## config.mk

```make
export PLATFORM = sky130hd
export DESIGN_NAME = rr_arbiter_8
export DESIGN_NICKNAME = d
export VERILOG_FILES = /design/src/rtl/arb_pkg.sv /design/src/rtl/arb_idx_enc.sv /design/src/rtl/rr_arbiter_8.sv
export SDC_FILE = /design/constraint.sdc
export NUM_CORES = 1
export LEC_CHECK = 0
export CAP_MARGIN = 10
export CORE_ASPECT_RATIO = 0.7
export CORE_UTILIZATION = 35
export CTS_BUF_LIST = sky130_fd_sc_hd__clkbuf_4
export DETAILED_ROUTE_END_ITERATION = 8
export HOLD_SLACK_MARGIN = 0.05
export MAX_ROUTING_LAYER = met4
export PLACE_DENSITY = 0.67
export SYNTH_ARGS = -nofsm -noshare
export SYNTH_HDL_FRONTEND = slang
export SYNTH_SLANG_ARGS = --single-unit
```

## constraint.sdc

```tcl
create_clock -name clk -period 5 [get_ports clk]
set_input_delay 1.25 -clock clk [delete_from_list [all_inputs] [get_ports clk]]
set_output_delay 1.25 -clock clk [all_outputs]
set_load 0.02 [all_outputs]
```

## src/rtl/arb_pkg.sv

```systemverilog
// Shared types and helpers for the 8-way round-robin arbiter.
package arb_pkg;

   localparam int ARB_N     = 8;
   localparam int ARB_IDX_W = 3;

   typedef enum logic {
      ARB_IDLE = 1'b0,
      ARB_BUSY = 1'b1
   } arb_state_t;

   // Rotating-priority pick: first set request bit starting at ptr and
   // wrapping modulo ARB_N. Returns a one-hot vector, all-zero when req is 0.
   function automatic logic [ARB_N-1:0] arb_rr_pick(
      input logic [ARB_N-1:0]     req,
      input logic [ARB_IDX_W-1:0] ptr
   );
      logic [ARB_N-1:0]     pick;
      logic [ARB_IDX_W-1:0] idx;
      pick = '0;
      for (int i = 0; i < ARB_N; i++) begin
         idx = ptr + ARB_IDX_W'(i);
         if (req[idx] && (pick == '0)) begin
            pick[idx] = 1'b1;
         end
      end
      return pick;
   endfunction

endpackage

```

## src/rtl/arb_idx_enc.sv

```systemverilog
// One-hot to binary index encoder with a valid flag; zero input gives index 0.
module arb_idx_enc
   import arb_pkg::*;
(
   input  logic [ARB_N-1:0]     onehot_i,
   output logic [ARB_IDX_W-1:0] idx_o,
   output logic                 valid_o
);

   // OR together the indices of all set bits (exactly one for a legal input)
   always_comb begin
      idx_o = '0;
      for (int i = 0; i < ARB_N; i++) begin
         if (onehot_i[i]) begin
            idx_o = idx_o | ARB_IDX_W'(i);
         end
      end
   end

   assign valid_o = |onehot_i;

endmodule

```

## src/rtl/rr_arbiter_8.sv

```systemverilog
// 8-requester round-robin arbiter with grant hold until release or revoke.
// Optional forced revoke after MAX_HOLD cycles when ARB_TIMEOUT_EN is defined;
// otherwise there is no hold counter and timeout is tied low.
//
// Handshake: a requester raises req[i] and keeps it high for the whole
// transaction; it owns the resource while grant[i] is high and ends the
// transaction by dropping req[i]. A grant never moves directly between
// requesters, so there is always at least one idle cycle between grants.
module rr_arbiter_8
   import arb_pkg::*;
#(
   parameter int unsigned MAX_HOLD = 16
) (
   input  logic                 clk,
   input  logic                 rst_n,
   input  logic                 en,
   input  logic [ARB_N-1:0]     req,
   output logic [ARB_N-1:0]     grant,
   output logic [ARB_IDX_W-1:0] grant_idx,
   output logic                 grant_valid,
   output logic                 timeout,
   output arb_state_t           dbg_state_o,
   output logic [ARB_IDX_W-1:0] dbg_ptr_o
);

   if ((MAX_HOLD < 1) || (MAX_HOLD > 255)) begin : g_bad_max_hold
      $error("rr_arbiter_8: MAX_HOLD must be within 1..255");
   end

   arb_state_t           state_q, state_d;
   logic [ARB_N-1:0]     grant_q, grant_d;
   logic [ARB_IDX_W-1:0] idx_q, idx_d;
   logic [ARB_IDX_W-1:0] ptr_q, ptr_d;
   logic [ARB_N-1:0]     winner;
   logic [ARB_IDX_W-1:0] win_idx;
   logic                 win_valid;
   logic                 hold_expired;

   assign winner = arb_rr_pick(req, ptr_q);

   arb_idx_enc u_idx_enc (
      .onehot_i (winner),
      .idx_o    (win_idx),
      .valid_o  (win_valid)
   );

`ifdef ARB_TIMEOUT_EN
   localparam logic [7:0] HOLD_LAST = 8'(MAX_HOLD - 1);

   logic [7:0] hold_q, hold_d;
   logic       timeout_q, timeout_d;

   // Count cycles already spent granted; last cycle is MAX_HOLD-1 after issue
   assign hold_expired = (state_q == ARB_BUSY) && (hold_q == HOLD_LAST);

   // Hold counter: cleared on issue, incremented while the grant is kept;
   // timeout pulses only when expiry is the sole reason for leaving BUSY
   always_comb begin
      hold_d    = hold_q;
      timeout_d = 1'b0;
      if ((state_q == ARB_IDLE) && (state_d == ARB_BUSY)) begin
         hold_d = '0;
      end else if ((state_q == ARB_BUSY) && (state_d == ARB_BUSY)) begin
         hold_d = hold_q + 8'd1;
      end
      if (hold_expired && en && req[idx_q]) begin
         timeout_d = 1'b1;
      end
   end

   // Hold counter and timeout pulse registers
   always_ff @(posedge clk or negedge rst_n) begin
      if (!rst_n) begin
         hold_q    <= '0;
         timeout_q <= 1'b0;
      end else begin
         hold_q    <= hold_d;
         timeout_q <= timeout_d;
      end
   end

   assign timeout = timeout_q;
`else
   assign hold_expired = 1'b0;
   assign timeout      = 1'b0;
`endif

   // Next-state: issue from IDLE in rotating order, drop to IDLE on
   // release, enable low or hold expiry; the pointer moves only on issue
   always_comb begin
      state_d = state_q;
      grant_d = grant_q;
      idx_d   = idx_q;
      ptr_d   = ptr_q;
      case (state_q)
         ARB_IDLE: begin
            if (en && win_valid) begin
               state_d = ARB_BUSY;
               grant_d = winner;
               idx_d   = win_idx;
               ptr_d   = win_idx + ARB_IDX_W'(1);
            end
         end
         ARB_BUSY: begin
            if (!en || !req[idx_q] || hold_expired) begin
               state_d = ARB_IDLE;
               grant_d = '0;
               idx_d   = '0;
            end
         end
         default: begin
            state_d = ARB_IDLE;
            grant_d = '0;
            idx_d   = '0;
         end
      endcase
   end

   // State, grant, index and pointer registers
   always_ff @(posedge clk or negedge rst_n) begin
      if (!rst_n) begin
         state_q <= ARB_IDLE;
         grant_q <= '0;
         idx_q   <= '0;
         ptr_q   <= '0;
      end else begin
         state_q <= state_d;
         grant_q <= grant_d;
         idx_q   <= idx_d;
         ptr_q   <= ptr_d;
      end
   end

   assign grant       = grant_q;
   assign grant_idx   = idx_q;
   assign grant_valid = |grant_q;
   assign dbg_state_o = state_q;
   assign dbg_ptr_o   = ptr_q;

endmodule

```

# ---- Word level (Yosys, flattened, before mapping)
# Index checks and enable logic that the tools add are counted.
dict set report op_classes {
  reduce_logical 30
  eq_ne 2
  bitwise 8
  mux 58
  magnitude_cmp 17
  addsub 8
}
# op n
set ops {}
lappend ops {{two-way mux 8 bit} 10}
lappend ops {{logical NOT 8 bit} 7}
lappend ops {{OR 8 bit} 7}
lappend ops {{< comparator 3 x 4 -> 1 bit, second input constant} 9}
lappend ops {{binary-select mux 1 bit (select 3 bit)} 9}
lappend ops {{demux 1 bit (select 3 bit)} 8}
lappend ops {{greater-or-equal comparator 3 x 1 -> 1 bit, second input constant} 8}
lappend ops {{two-way mux 1 bit} 20}
lappend ops {{two-way mux 3 bit} 6}
lappend ops {{logical AND 1 bit} 16}
lappend ops {{case mux 8 bit (2 select lines)} 1}
lappend ops {{OR reduction 8 bit} 2}
lappend ops {{adder 3 bit, second input constant} 4}
lappend ops {{adder 3 x 1 -> 3 bit, second input constant} 2}
lappend ops {{adder 3 x 2 -> 3 bit, second input constant} 2}
lappend ops {{case mux 3 bit (2 select lines)} 1}
lappend ops {{two-way mux 2 bit} 2}
lappend ops {{AND reduction 2 bit} 2}
lappend ops {{logical NOT 1 bit} 2}
lappend ops {{!= test 2 x 1 -> 1 bit, second input constant} 1}
lappend ops {{!= test 2 bit, second input constant} 1}
lappend ops {{case mux 1 bit (2 select lines)} 1}
lappend ops {{logical OR 1 bit} 1}
lappend ops {{NOT 1 bit} 1}
dict set report totals {
  register_bits 15
  in_bits 11
  out_inout_bits 17
  word_cells 127
}

# ---- Depth between registers and ports, before layout
dict set report logic_depth {
  word_depth 35
  ltp_mapped 24
  ltp_nobuf 19
}

# ---- By module
# From an unflattened synthesis, not the netlist that was laid out.
dict set report hier_totals {
  cells_unflattened 356
  hier_area_um2 2900.3
}
# module cells_each area_per_inst_um2 seq_area_each_um2 instances
set by_module_without_submodules {}
lappend by_module_without_submodules {rr_arbiter_8 351 2851.5 375.4 1}
lappend by_module_without_submodules {arb_idx_enc 5 48.8 0.0 1}

# ---- Worst setup path before layout
# OpenSTA, ideal clock, no wires.
dict set report synth_timing {
  kind {reg-to-reg}
  from {register ptr_q[0] (netlist: dbg_ptr_o[0])}
  to {register ptr_q[1] (netlist: dbg_ptr_o[1])}
  path_slack_ps -151
  period_less_slack_ps 5151
  t_required_ps 4872
  path_stages_with_launch 21
  t_arrival_ps 5023
  setup_time_ps 128
  path_buffers 3
  cell_sequence {dfrtp_1 -> buf_2 -> inv_1 -> buf_2 -> ha_1 -> buf_6 -> mux4_2 -> and3_1 -> a21boi_4 -> o31a_1 -> o21ai_2 -> o21bai_2 -> or4b_1 -> and4bb_4 -> and2_4 -> a311oi_2 -> nand2_1 -> o221ai_1 -> or3_1 -> ha_1 -> mux2_1}
}
dict set report synth_between {
  elab_chain_len 34
  word_cells_on_any_way 103
  classes_between {add/sub: 8; order compare: 16; mux: 47; bitwise: 7; reduce/logical: 25}
}
# item line_no
set synth_lines {}
lappend synth_lines {{start: declaration} rr_arbiter_8.sv:33} ;# logic [ARB_IDX_W-1:0] ptr_q, ptr_d;
lappend synth_lines {{start signal: assignment} rr_arbiter_8.sv:130} ;# ptr_q <= ptr_d;
lappend synth_lines {{branches (longest 25 deep; another with < comparator 3 x 4 -> 1 bit)} -}
lappend synth_lines {{two-way mux 8 bit *} arb_pkg.sv:23} ;# if (req[idx] && (pick == '0)) begin
lappend synth_lines {{two-way mux 1 bit} arb_idx_enc.sv:14} ;# if (onehot_i[i]) begin
lappend synth_lines {{two-way mux 2 bit (2 in series)} arb_idx_enc.sv:14}
lappend synth_lines {{two-way mux 3 bit (4 in series)} arb_idx_enc.sv:14}
lappend synth_lines {{adder 3 x 1 -> 3 bit} rr_arbiter_8.sv:101} ;# ptr_d = win_idx + ARB_IDX_W'(1);
# Every way passes the cells marked *. The select of a mux whose other input is x is not followed.
# A chain may end at the register's enable or synchronous reset.

# ---- Worst setup path in the final report
dict set report layout_timing {
  from {input req[0]}
  to {register ptr_q[1] (netlist: dbg_ptr_o[1])}
}
dict set report layout_between {
  elab_chain_len 32
  word_cells_on_any_way 56
  classes_between {add/sub: 1; mux: 31; bitwise: 7; reduce/logical: 17}
}
# item line_no
set layout_lines {}
lappend layout_lines {{start: declaration} rr_arbiter_8.sv:17} ;# input logic [ARB_N-1:0] req,
lappend layout_lines {{binary-select mux 1 bit (select 3 bit)} arb_pkg.sv:23}
lappend layout_lines {{two-way mux 1 bit (implied by the code)} arb_pkg.sv:23}
lappend layout_lines {{two-way mux 8 bit} arb_pkg.sv:23}
lappend layout_lines {{logical NOT 8 bit} arb_pkg.sv:23}
lappend layout_lines {{logical AND 1 bit} arb_pkg.sv:23}
lappend layout_lines {{two-way mux 8 bit} arb_pkg.sv:23}
lappend layout_lines {{logical NOT 8 bit} arb_pkg.sv:23}
lappend layout_lines {{logical AND 1 bit} arb_pkg.sv:23}
lappend layout_lines {{[... 12 more ...]} -}
lappend layout_lines {{two-way mux 8 bit} arb_pkg.sv:23}
lappend layout_lines {{logical NOT 8 bit} arb_pkg.sv:23}
lappend layout_lines {{logical AND 1 bit} arb_pkg.sv:23}
lappend layout_lines {{two-way mux 8 bit *} arb_pkg.sv:23}
lappend layout_lines {{two-way mux 1 bit} arb_idx_enc.sv:14}
lappend layout_lines {{two-way mux 2 bit (2 in series)} arb_idx_enc.sv:14}
lappend layout_lines {{two-way mux 3 bit (4 in series)} arb_idx_enc.sv:14}
lappend layout_lines {{adder 3 x 1 -> 3 bit} rr_arbiter_8.sv:101}
# Mark *: on every way between the ends. The rest lies on a longest branch, timed or not. The select of a mux whose other input is x is not followed.

==> impl_summary.log <==
INFO  metric run_status = finished, final reports clean
INFO  metric crit_path_cell_trace = buf_2 -> mux4_2 -> and3_4 -> a21boi_4 -> o31a_1 -> o21ai_2 -> o21bai_2 -> or4b_1 -> and4bb_4 -> o211ai_4 -> nor2_4 -> buf_4 -> a31o_2 -> nor2_1 -> o2111a_1 -> inv_1 -> ha_1 -> mux2_1
INFO  metric top_level_ports = 28
INFO  metric num_vias = 3442
INFO  metric hold_buffers = 0
INFO  metric synth_seq_cells = 15
INFO  metric timing_hold_violations_final = 0
INFO  metric cts.clk_slew.worst_paths = 0.09 ns
INFO  metric die_w = 107 um
INFO  metric detail_route.wl_per_cell = about 21 um
INFO  metric fin_worst_skew = 0.00674 ns
INFO  metric critical_path_endpoint_category = register
INFO  metric clk-insertion-delay-late = 0.29 ns
INFO  metric layout_commonest_cell = sky130_fd_sc_hd__buf_4
INFO  metric critPathLaunch = req[0]
INFO  metric portbufs = 26
INFO  metric syn_area_per_cell = 8.35 um2
INFO  metric tritoncts_num_sinks = 15
INFO  metric synthToLayoutAreaGrowth = 55.0%
INFO  metric ant_nets = 0
INFO  metric floorplan.initialDensity = 0.365
INFO  metric ys_types = slightly below 80
INFO  metric clock_period_minus_final_worst_setup_slack = 4.92 ns
INFO  metric gp_congestion = 1.01
INFO  metric worst_hold_path_type = register to register
INFO  metric cts_htree_levels = 1
INFO  metric remaining_drc_errors = 0
INFO  metric critical_path_peak_fanout = 5
INFO  metric hold_start = grant[5]$_DFFE_PN0P_
INFO  metric synth_top_flop_cell = sky130_fd_sc_hd__dfrtp_1
INFO  metric cts_root_buffer_type = sky130_fd_sc_hd__clkbuf_4
INFO  metric drtPass1Iterations = 5
INFO  metric multi_input_area = 2500 um2
INFO  metric viasPerCell = about 6.2
INFO  metric final.period_utilization = 0.984
INFO  metric detailed_placement_wirelength_estimate = 8790 um
INFO  metric n_antenna_cell = 0
INFO  metric grt_antenna_before_repair = 0
INFO  metric cap_viol_max_count = 0
INFO  metric chipHeight = approximately 75 um
INFO  metric finish.utilization = 0.566
INFO  metric drt_iter0_drc = 332
INFO  metric worst-r2r-setup-slack = 0.23 ns
INFO  metric achievable-frequency = between 200 and 250 MHz
INFO  metric globalRoute.totalOverflow = 0
INFO  metric synthArstFlopShare = 1.00
INFO  metric worst_setup_path_start_kind = input pin
INFO  metric critPathKind = input pin to register
INFO  metric worst_slew_pin_slew = between 0.6 and 0.7 ns
INFO  metric all_layer_gr_usage = 0.306
INFO  metric drive_above_1_share = 0.481
INFO  metric relSlewSlack = 0.555
INFO  metric syn-instance-count = 323
INFO  metric critPathSlowestCell = sky130_fd_sc_hd__mux4_2
INFO  metric sequential_area = between 300 and 400 um2
INFO  metric crit_path_end = dbg_ptr_o[1]$_DFFE_PN0P_
INFO  metric wl = 11700 um
INFO  metric cts_bufs_inserted = 3
INFO  metric rows = 26
INFO  metric crit_arrival = 5.10 ns
INFO  metric worstRegToRegCells = 20
INFO  metric final-setup-viol-count = 0
INFO  metric tritoncts = yes
INFO  metric cts_buffer_depth = 2
INFO  metric number_of_nets_produced_by_synthesis = 341
INFO  metric fillers = 637
INFO  metric die_area = 8070 um2
INFO  metric yosysWarnings = 0
INFO  metric max_stage_delay = ~0.53 ns
INFO  metric vias_in_the_first_global_route = 3334
INFO  metric r2r_start = dbg_ptr_o[1]$_DFFE_PN0P_
INFO  metric post_synth_instance_area = 2700 um2
INFO  metric r2r-end = dbg_ptr_o[1]$_DFFE_PN0P_
INFO  metric core-area = 7380 um2
INFO  metric synth_seq_area_share = 0.139
INFO  metric critPathRequiredTime = 5.18 ns
INFO  metric final_nets = 472
INFO  metric synth_edf_count = 0
INFO  metric pin_count_of_the_biggest_net_entering_global_routing = 24
INFO  metric wire_length_of_the_first_global_routing_pass = 18200 um
INFO  metric slew_violations = 0
INFO  metric most_used_cells_in_the_layout_excluding_fill_and_tap_cells = 113 x sky130_fd_sc_hd__buf_4, 43 x sky130_fd_sc_hd__nand2_1, 31 x sky130_fd_sc_hd__nor2_1
-- critical path: cells and delay by family --
kind                     cells  cell delay [ns]
AND/OR/NAND/NOR              5             1.07
AO/OA/AOI/OAI                7             1.35
buffers and inverters        3             0.35
multiplexers                 2             0.80
adder cells (fa/ha/maj)      1             0.28
-- metrics by stage --
| step | hold slack (ns) | worst slack (ns) | setup TNS, ns | instances | cell area, um2 |
|---|---|---|---|---|---|
| final | 0.566 | 0.0797 | 0 | 551 | 4180 |
| after detailed placement | 0.549 | -0.797 | -8.78 | 526 | 3720 |
| after CTS | 0.568 | 0.00362 | 0 | 540 | 4010 |
| after global routing | 0.593 | -0.0429 | -0.0467 | 551 | 4180 |
| after global placement | 0.526 | -0.796 | -9.30 | 526 | 3720 |
| after floorplan | 0.629 | 0.00768 | 0 | 323 | 2710 |
-- routing by layer --
metal	global-route usage	vias up	wire, um
li1	-	1520	-
met1	0.419	1664	5170
met2	0.457	233	4960
met3	0.0727	25	1320
met4	0.0715	0	213
met5	-	-	0
-- final cells by class --
type / instances / share of cell area
clock inverter: 1 / 0.00120
tap: 98 / 0.0293
timing repair buffer: 145 / 0.272
clock buffer: 3 / 0.00539
multi-input combinational: 285 / 0.599
sequential: 15 / 0.0901
inverter: 4 / 0.00359
-- cell usage after synthesis, drive strengths merged, types with 8 or more instances --
cell type,instances,area share
dfrtp,15,0.14
mux2i,17,0.063
nand3,13,0.026
nand2,48,0.069
mux4,12,0.10
a21oi,10,0.019
nor2,32,0.045
buf,12,0.033
o21ai,22,0.046
mux2,11,0.046
a31oi,8,0.019
-- timing repair --
| action | CTS | global route |
|---|---|---|
| resized for setup | 55 | 35 |
| endpoints found under the setup margin | 15 | 15 |
| pin swaps | 19 | 24 |
| setup buffers | 10 | 11 |
-- worst min path at each step --
stage | end | slack [ns] | depth (start not counted)
6_report | grant[5]$_DFFE_PN0P_ | 0.57 | 2
5_1_grt | grant[4]$_DFFE_PN0P_ | 0.59 | 2
4_1_cts | grant[5]$_DFFE_PN0P_ | 0.57 | 2
3_5_place_dp | grant[3]$_DFFE_PN0P_ | 0.55 | 2
3_3_place_gp | dbg_state_o$_DFF_PN0_ | 0.53 | 2
2_1_floorplan | grant[6]$_DFFE_PN0P_ | 0.63 | 2
-- cells by family after synthesis --
group,count (synthesis),share of synthesized area
mux,40,0.209
flops,15,0.139
buf+inv,23,0.0482
xor+xnor,5,0.0190
simple gates,130,0.242
fa+ha+maj,7,0.0325
compound gates,102,0.308
other cells,1,0.00139
-- state kept, by name, summed over array words and instances (netlist names) --
name	cells
grant	8
dbg_state_o	1
dbg_ptr_o	3
grant_idx	3
Power is not shown: default switching activity piles up to over one toggle a cycle in this logic, so the estimate is an artifact.
